**config.mk**
```make
export PLATFORM = sky130hd
export DESIGN_NAME = mem_port_arbiter
export DESIGN_NICKNAME = d
export VERILOG_FILES = /design/src/rtl/mem_port_arbiter.sv
export SDC_FILE = /design/constraint.sdc
export NUM_CORES = 1
export LEC_CHECK = 0
export ABC_AREA = 1
export ABC_CLOCK_PERIOD_IN_PS = 2000
export CAP_MARGIN = 20
export CORE_MARGIN = 2
export CORE_UTILIZATION = 46
export CTS_BUF_LIST = sky130_fd_sc_hd__clkbuf_8 sky130_fd_sc_hd__clkbuf_16
export CTS_CLUSTER_DIAMETER = 60
export DETAILED_ROUTE_END_ITERATION = 10
export PLACE_DENSITY_LB_ADDON = 0.08
export REMOVE_ABC_BUFFERS = 1
export SLEW_MARGIN = 40
export SYNTH_ARGS = -nofsm -noshare
export SYNTH_HDL_FRONTEND = slang
export SYNTH_SLANG_ARGS = --single-unit
export TNS_END_PERCENT = 10
```
**constraint.sdc**
```tcl
create_clock -name clk -period 2 [get_ports clk]
set_input_delay 0.4 -clock clk [delete_from_list [all_inputs] [get_ports clk]]
set_output_delay 0.4 -clock clk [all_outputs]
set_load 0.02 [all_outputs]
```
**src/rtl/mem_port_arbiter.sv**
```systemverilog
// Round-robin arbiter sharing one memory port between instruction fetch (I) and load/store (D).
// Optional wait-cycle counters are enabled by defining MEM_ARB_PERF_EN.
module mem_port_arbiter #(
    parameter int AW = 32,
    parameter int DW = 32
) (
    input  logic          clk,
    input  logic          reset,
    input  logic          i_req,
    input  logic [AW-1:0] i_addr,
    output logic          i_ready,
    output logic [DW-1:0] i_rdata,
    input  logic          d_req,
    input  logic          d_we,
    input  logic [AW-1:0] d_addr,
    input  logic [DW-1:0] d_wdata,
    output logic          d_ready,
    output logic [DW-1:0] d_rdata,
    output logic          mem_we,
    output logic [AW-1:0] mem_a,
    output logic [DW-1:0] mem_wd,
    input  logic [DW-1:0] mem_rd
`ifdef MEM_ARB_PERF_EN
    ,
    output logic [31:0]   i_wait_cnt,
    output logic [31:0]   d_wait_cnt
`endif
);

    typedef enum logic [1:0] {
        IDLE   = 2'd0,
        ACCESS = 2'd1,
        RESP   = 2'd2
    } state_t;

    localparam logic SEL_I = 1'b0;
    localparam logic SEL_D = 1'b1;
    localparam logic [AW-1:0] WORD_MASK = {{(AW-2){1'b1}}, 2'b00};

    state_t        state_q, state_d;
    logic          sel_q, sel_d;
    logic          last_q, last_d;
    logic [AW-1:0] addr_q, addr_d;
    logic          we_q, we_d;
    logic [DW-1:0] wd_q, wd_d;
    logic [DW-1:0] i_rdata_q, i_rdata_d;
    logic [DW-1:0] d_rdata_q, d_rdata_d;
    logic          win_i, win_d;
    logic          busy;

    // Grant decision: D wins outright when alone, or on a tie when I was served last.
    always_comb begin
        win_d = d_req & (~i_req | (last_q == SEL_I));
        win_i = i_req & ~win_d;
        busy  = (state_q == ACCESS) || (state_q == RESP);
    end

    // Next-state and datapath register updates.
    always_comb begin
        state_d   = state_q;
        sel_d     = sel_q;
        last_d    = last_q;
        addr_d    = addr_q;
        we_d      = we_q;
        wd_d      = wd_q;
        i_rdata_d = i_rdata_q;
        d_rdata_d = d_rdata_q;
        case (state_q)
            IDLE: begin
                if (win_d) begin
                    sel_d   = SEL_D;
                    addr_d  = d_addr;
                    we_d    = d_we;
                    wd_d    = d_wdata;
                    state_d = ACCESS;
                end else if (win_i) begin
                    sel_d   = SEL_I;
                    addr_d  = i_addr;
                    we_d    = 1'b0;
                    wd_d    = {DW{1'b0}};
                    state_d = ACCESS;
                end else begin
                    state_d = IDLE;
                end
            end
            ACCESS: begin
                if (sel_q == SEL_I) begin
                    i_rdata_d = mem_rd;
                end else if (!we_q) begin
                    d_rdata_d = mem_rd;
                end else begin
                    d_rdata_d = d_rdata_q;
                end
                last_d  = sel_q;
                state_d = RESP;
            end
            RESP: begin
                state_d = IDLE;
            end
            default: begin
                state_d = IDLE;
            end
        endcase
    end

    // State and datapath registers.
    always_ff @(posedge clk) begin
        if (reset) begin
            state_q   <= IDLE;
            sel_q     <= SEL_I;
            last_q    <= SEL_D;
            addr_q    <= {AW{1'b0}};
            we_q      <= 1'b0;
            wd_q      <= {DW{1'b0}};
            i_rdata_q <= {DW{1'b0}};
            d_rdata_q <= {DW{1'b0}};
        end else begin
            state_q   <= state_d;
            sel_q     <= sel_d;
            last_q    <= last_d;
            addr_q    <= addr_d;
            we_q      <= we_d;
            wd_q      <= wd_d;
            i_rdata_q <= i_rdata_d;
            d_rdata_q <= d_rdata_d;
        end
    end

    // Memory port is driven only during ACCESS and decoded purely from registers.
    always_comb begin
        i_ready = (state_q == RESP) && (sel_q == SEL_I);
        d_ready = (state_q == RESP) && (sel_q == SEL_D);
        i_rdata = i_rdata_q;
        d_rdata = d_rdata_q;
        if (state_q == ACCESS) begin
            mem_we = we_q;
            mem_a  = addr_q & WORD_MASK;
            mem_wd = wd_q;
        end else begin
            mem_we = 1'b0;
            mem_a  = {AW{1'b0}};
            mem_wd = {DW{1'b0}};
        end
    end

`ifdef MEM_ARB_PERF_EN
    logic [31:0] i_wait_q, i_wait_d;
    logic [31:0] d_wait_q, d_wait_d;

    // A requester is waiting when it loses the grant or another transaction occupies the port.
    always_comb begin
        i_wait_d = i_wait_q;
        d_wait_d = d_wait_q;
        if (((state_q == IDLE) && i_req && win_d) || (busy && i_req && (sel_q != SEL_I))) begin
            i_wait_d = i_wait_q + 32'd1;
        end else begin
            i_wait_d = i_wait_q;
        end
        if (((state_q == IDLE) && d_req && win_i) || (busy && d_req && (sel_q != SEL_D))) begin
            d_wait_d = d_wait_q + 32'd1;
        end else begin
            d_wait_d = d_wait_q;
        end
    end

    // Wait counter registers.
    always_ff @(posedge clk) begin
        if (reset) begin
            i_wait_q <= 32'd0;
            d_wait_q <= 32'd0;
        end else begin
            i_wait_q <= i_wait_d;
            d_wait_q <= d_wait_d;
        end
    end

    assign i_wait_cnt = i_wait_q;
    assign d_wait_cnt = d_wait_q;
`endif

endmodule

```
## Yosys cells after proc, flatten, opt, wreduce, memory -nomap -nowiden

Cells that the tools add are included.

| storage, ports and cells | value |
|---|---|
| register bits after elaboration | 133 |
| input port bits | 133 |
| output and inout port bits | 131 |
| word-level logic and storage cells | 38 |

| operators by class | value |
|---|---|
| equal/unequal tests | 2 |
| multiplexer cells | 13 |
| bitwise operators | 8 |
| reductions and logical operators | 7 |

Operators with widths:

| kind | count |
|---|---|
| 2-to-1 mux 32 bit | 6 |
| 2-to-1 mux 1 bit | 6 |
| NOT 1 bit | 5 |
| case mux 2 bit (2 select lines) | 1 |
| AND reduction 2 bit | 2 |
| AND reduction 3 bit | 1 |
| AND 1 bit | 2 |
| equality test 2 x 1 -> 1 bit (second input constant) | 1 |
| equality test 2 bit (second input constant) | 1 |
| logical AND 1 bit | 2 |
| zero test 2 bit | 1 |
| nonzero test 2 bit | 1 |
| bitwise OR 1 bit | 1 |

## Logic depth before layout (Yosys ltp)

| logic depth | value |
|---|---|
| depth after elaboration | 8 |
| depth in mapped cells | 8 |
| gate-level depth less buffers | 6 |

## Least setup slack after synthesis

Ideal clock, no wire load.

| timing path | value |
|---|---|
| path kind | register to output |
| start point | reg sel_q |
| end point | out d_ready |
| data arrival time | 1,247 ps |
| data required time | 1,600 ps |
| setup slack | 353 ps |
| cell stages (with the launch flop) | 4 |
| buffers on the path | 1 |
| cell sequence | dfxtp_1 -> clkinv_1 -> clkbuf_1 -> nor3_1 |

| between the ends | value |
|---|---|
| longest elaborated chain between the ends | 1 |

Ends and longest elaborated chain:

| what | RTL line | source |
|---|---|---|
| from (decl) | 41 | `logic sel_q, sel_d;` |
| from (signal assigned) | 119 | `sel_q <= sel_d;` |
| logical AND 1 bit | 132 | `d_ready = (state_q == RESP) && (sel_q == SEL_D);` |
| to (decl) | 17 | `output logic d_ready,` |

Every way passes these cells.

## Worst setup path in the final report

| timing path | value |
|---|---|
| start point | reg state_q[1] |
| end point | out mem_wd[15] |

| between the ends | value |
|---|---|
| longest elaborated chain between the ends | 2 |

Ends and longest elaborated chain:

| what | RTL line | source |
|---|---|---|
| from (decl) | 40 | `state_t state_q, state_d;` |
| from (signal assigned) | 118 | `state_q <= state_d;` |
| equality test 2 x 1 -> 1 bit | 135 | `if (state_q == ACCESS) begin` |
| 2-to-1 mux 32 bit | 135 |  |
| to (decl) | 21 | `output logic [DW-1:0] mem_wd,` |

Every way passes these cells.

==> results.ini <==
[outcome]
status = complete, no violations

[place]
dp_hpwl_um = 12100
routabilityCongestion = 0.799
place_area_um2 = 8760
port_buffers = 257

[synthesis]
postSynthAreaPerCell_um2 = 6.56
netlist_area_um2 = 6040
ys_warn_count = 0
ys_seq_area_frac = 0.434
ys_seq_elements = 131
syn_inst = 921
ys_types = 20

[global_routing]
grt_pass1_vias = 5999
grt_usage = 0.256
grt_pass1_wl_um = 29200
grt-ovfl-total = 0
grt_max_degree = 66
antenna_found_initial = 1

[cells_and_area]
layout_common_cells = nand2_1, nor2_1, clkdlybuf4s50_1
layout_commonest_cell = nand2_1
syn2layout_area_growth_pct = 50.6
drive_gt1_frac = 0.107
nets = 1284
insertedDiodeCount = 0
finalInstanceArea_um2 = 9100

[worst_hold_path]
worstHoldPathType = primary input to flip-flop

[sta]
post-route-period-util = 0.966
drv_slew = 0
setup_viol = 0
hold_viol_final = 0
skew_ps = 11.7
fin_crit_ps = 1930
rsz0062_at_grt = true
fin_tns_setup_ps = 0
fmaxAchievable_mhz = 517

[routing]
drc_errors = 0
initialDrtViolationCount = 433
wl_per_cell_um = 13.4
via_per_inst = 4.78
dr.pass1.iters = 5
vias = 6392
routed_wl_um = 17800
ant_nets = 0

[clocking]
cts-root-buf = clkbuf_16
cts.sinks = 131
ctsResizeCount = 78
cts_tree = built
clockBufferDepth = 2
clk_latency_ps = 420
cts.htree.levels = 4
cts_setup_buffers = 0
numCtsBuffers = 17
cts_hold_buf = 0
clk_pin_slew_ps = 50

[floorplan]
die_w_um = 119
core_um2 = 12700
die_area_um2 = 14100
ios = 264
initial_core_util = 0.475
rows = 41
die_h_um = 119

[worst_setup_path]
worst-setup-path-type = flip-flop to output pin
crit_fanout = 18
start_kind = flip-flop
cp.arrival_ps = 1530
cp.required_ps = 1600
cp-end-kind = output pin

[pwr]
power_density_nw_per_um2 = 832
leakagePower_nw = 3.91
ir_drop_mv = 0.613

[run]
maxCapViolations = 0

## stage by stage
step	setup slack [ps]	instances	hold slack (ps)	total power, mW	utilization
floorplan	-249	851	436	3.62	-
global placement	161	1304	448	4.36	0.689
detailed placement	126	1304	453	4.39	0.689
CTS	-5.41	1336	361	7.65	0.733
global route	-46.3	1336	386	7.92	0.715
finish	67.1	1336	375	7.57	0.715
## worst paths after layout
| check | slack (ps) | cells past startpoint | to | from |
|---|---|---|---|---|
| setup / recovery | 70 | 5 | mem_wd[15] | state_q[1] |
| hold / removal | 370 | 2 | wd_q[2] | reset |
| setup reg to reg | 480 | 6 | i_rdata[29] | sel_q |
| hold reg to reg | 460 | 2 | i_rdata[8] | i_rdata[8] |
## cell families after synthesis
family	after synthesis	synth area share
compound gates	98	0.0936
simple gates	519	0.353
buf+inv	172	0.119
flops	131	0.434
other cells	1	0.000621
## state kept, by name, summed over array words and instances, names as in the netlist
register,count
addr_q,30
d_rdata,32
i_rdata,32
last_q,1
sel_q,1
state_q,2
wd_q,32
we_q,1
## metal layers
metal / share of wire / GRT usage / routed length (um) / vias up
met1: 0.40 / 0.302 / 7150 / 2867
li1: - / - / - / 3301
met5: 0.00073 / 0 / 13 / -
met3: 0.078 / 0.0859 / 1390 / 20
met4: 0.015 / 0.0826 / 267 / 2
met2: 0.51 / 0.438 / 9030 / 202
## critical path, stage by stage, from the launching register on
cell and delay [ps]:
dfxtp_1 310, inv_2 80, nand2_2 120, buf_6 190, nor2_1 80, dlygate4sd2_1 330
## Yosys cell counts (all sizes together)
master  number  area share
nand4       33       0.034
a21oi       67       0.056
clkinv       1     0.00062
inv        100       0.062
nand2      227        0.14
nand3       63       0.052
o21ai        1     0.00083
nor2       194        0.12
dfxtp      131        0.43
a21boi      30       0.037
nor3         2      0.0017
buf         43       0.039
conb         1     0.00062
clkbuf      28       0.017
## where the power goes
group	internal (mW)	switching [mW]
registers	2.78	0.0680
clock network	2.17	1.11
logic	0.639	0.802
total	5.59	1.98
## area by class of cell
type                            count  area, um2
Clock buffer                       20        467
Timing Repair Buffer              281       2540
Tap cell                          172        215
Fill cell                        1110       3620
Sequential cell                   131       2620
Clock inverter                     12        163
Inverter                          101        379
Multi-Input combinational cell    619       2710
No activity file was read; power rests on OpenSTA's default activity.
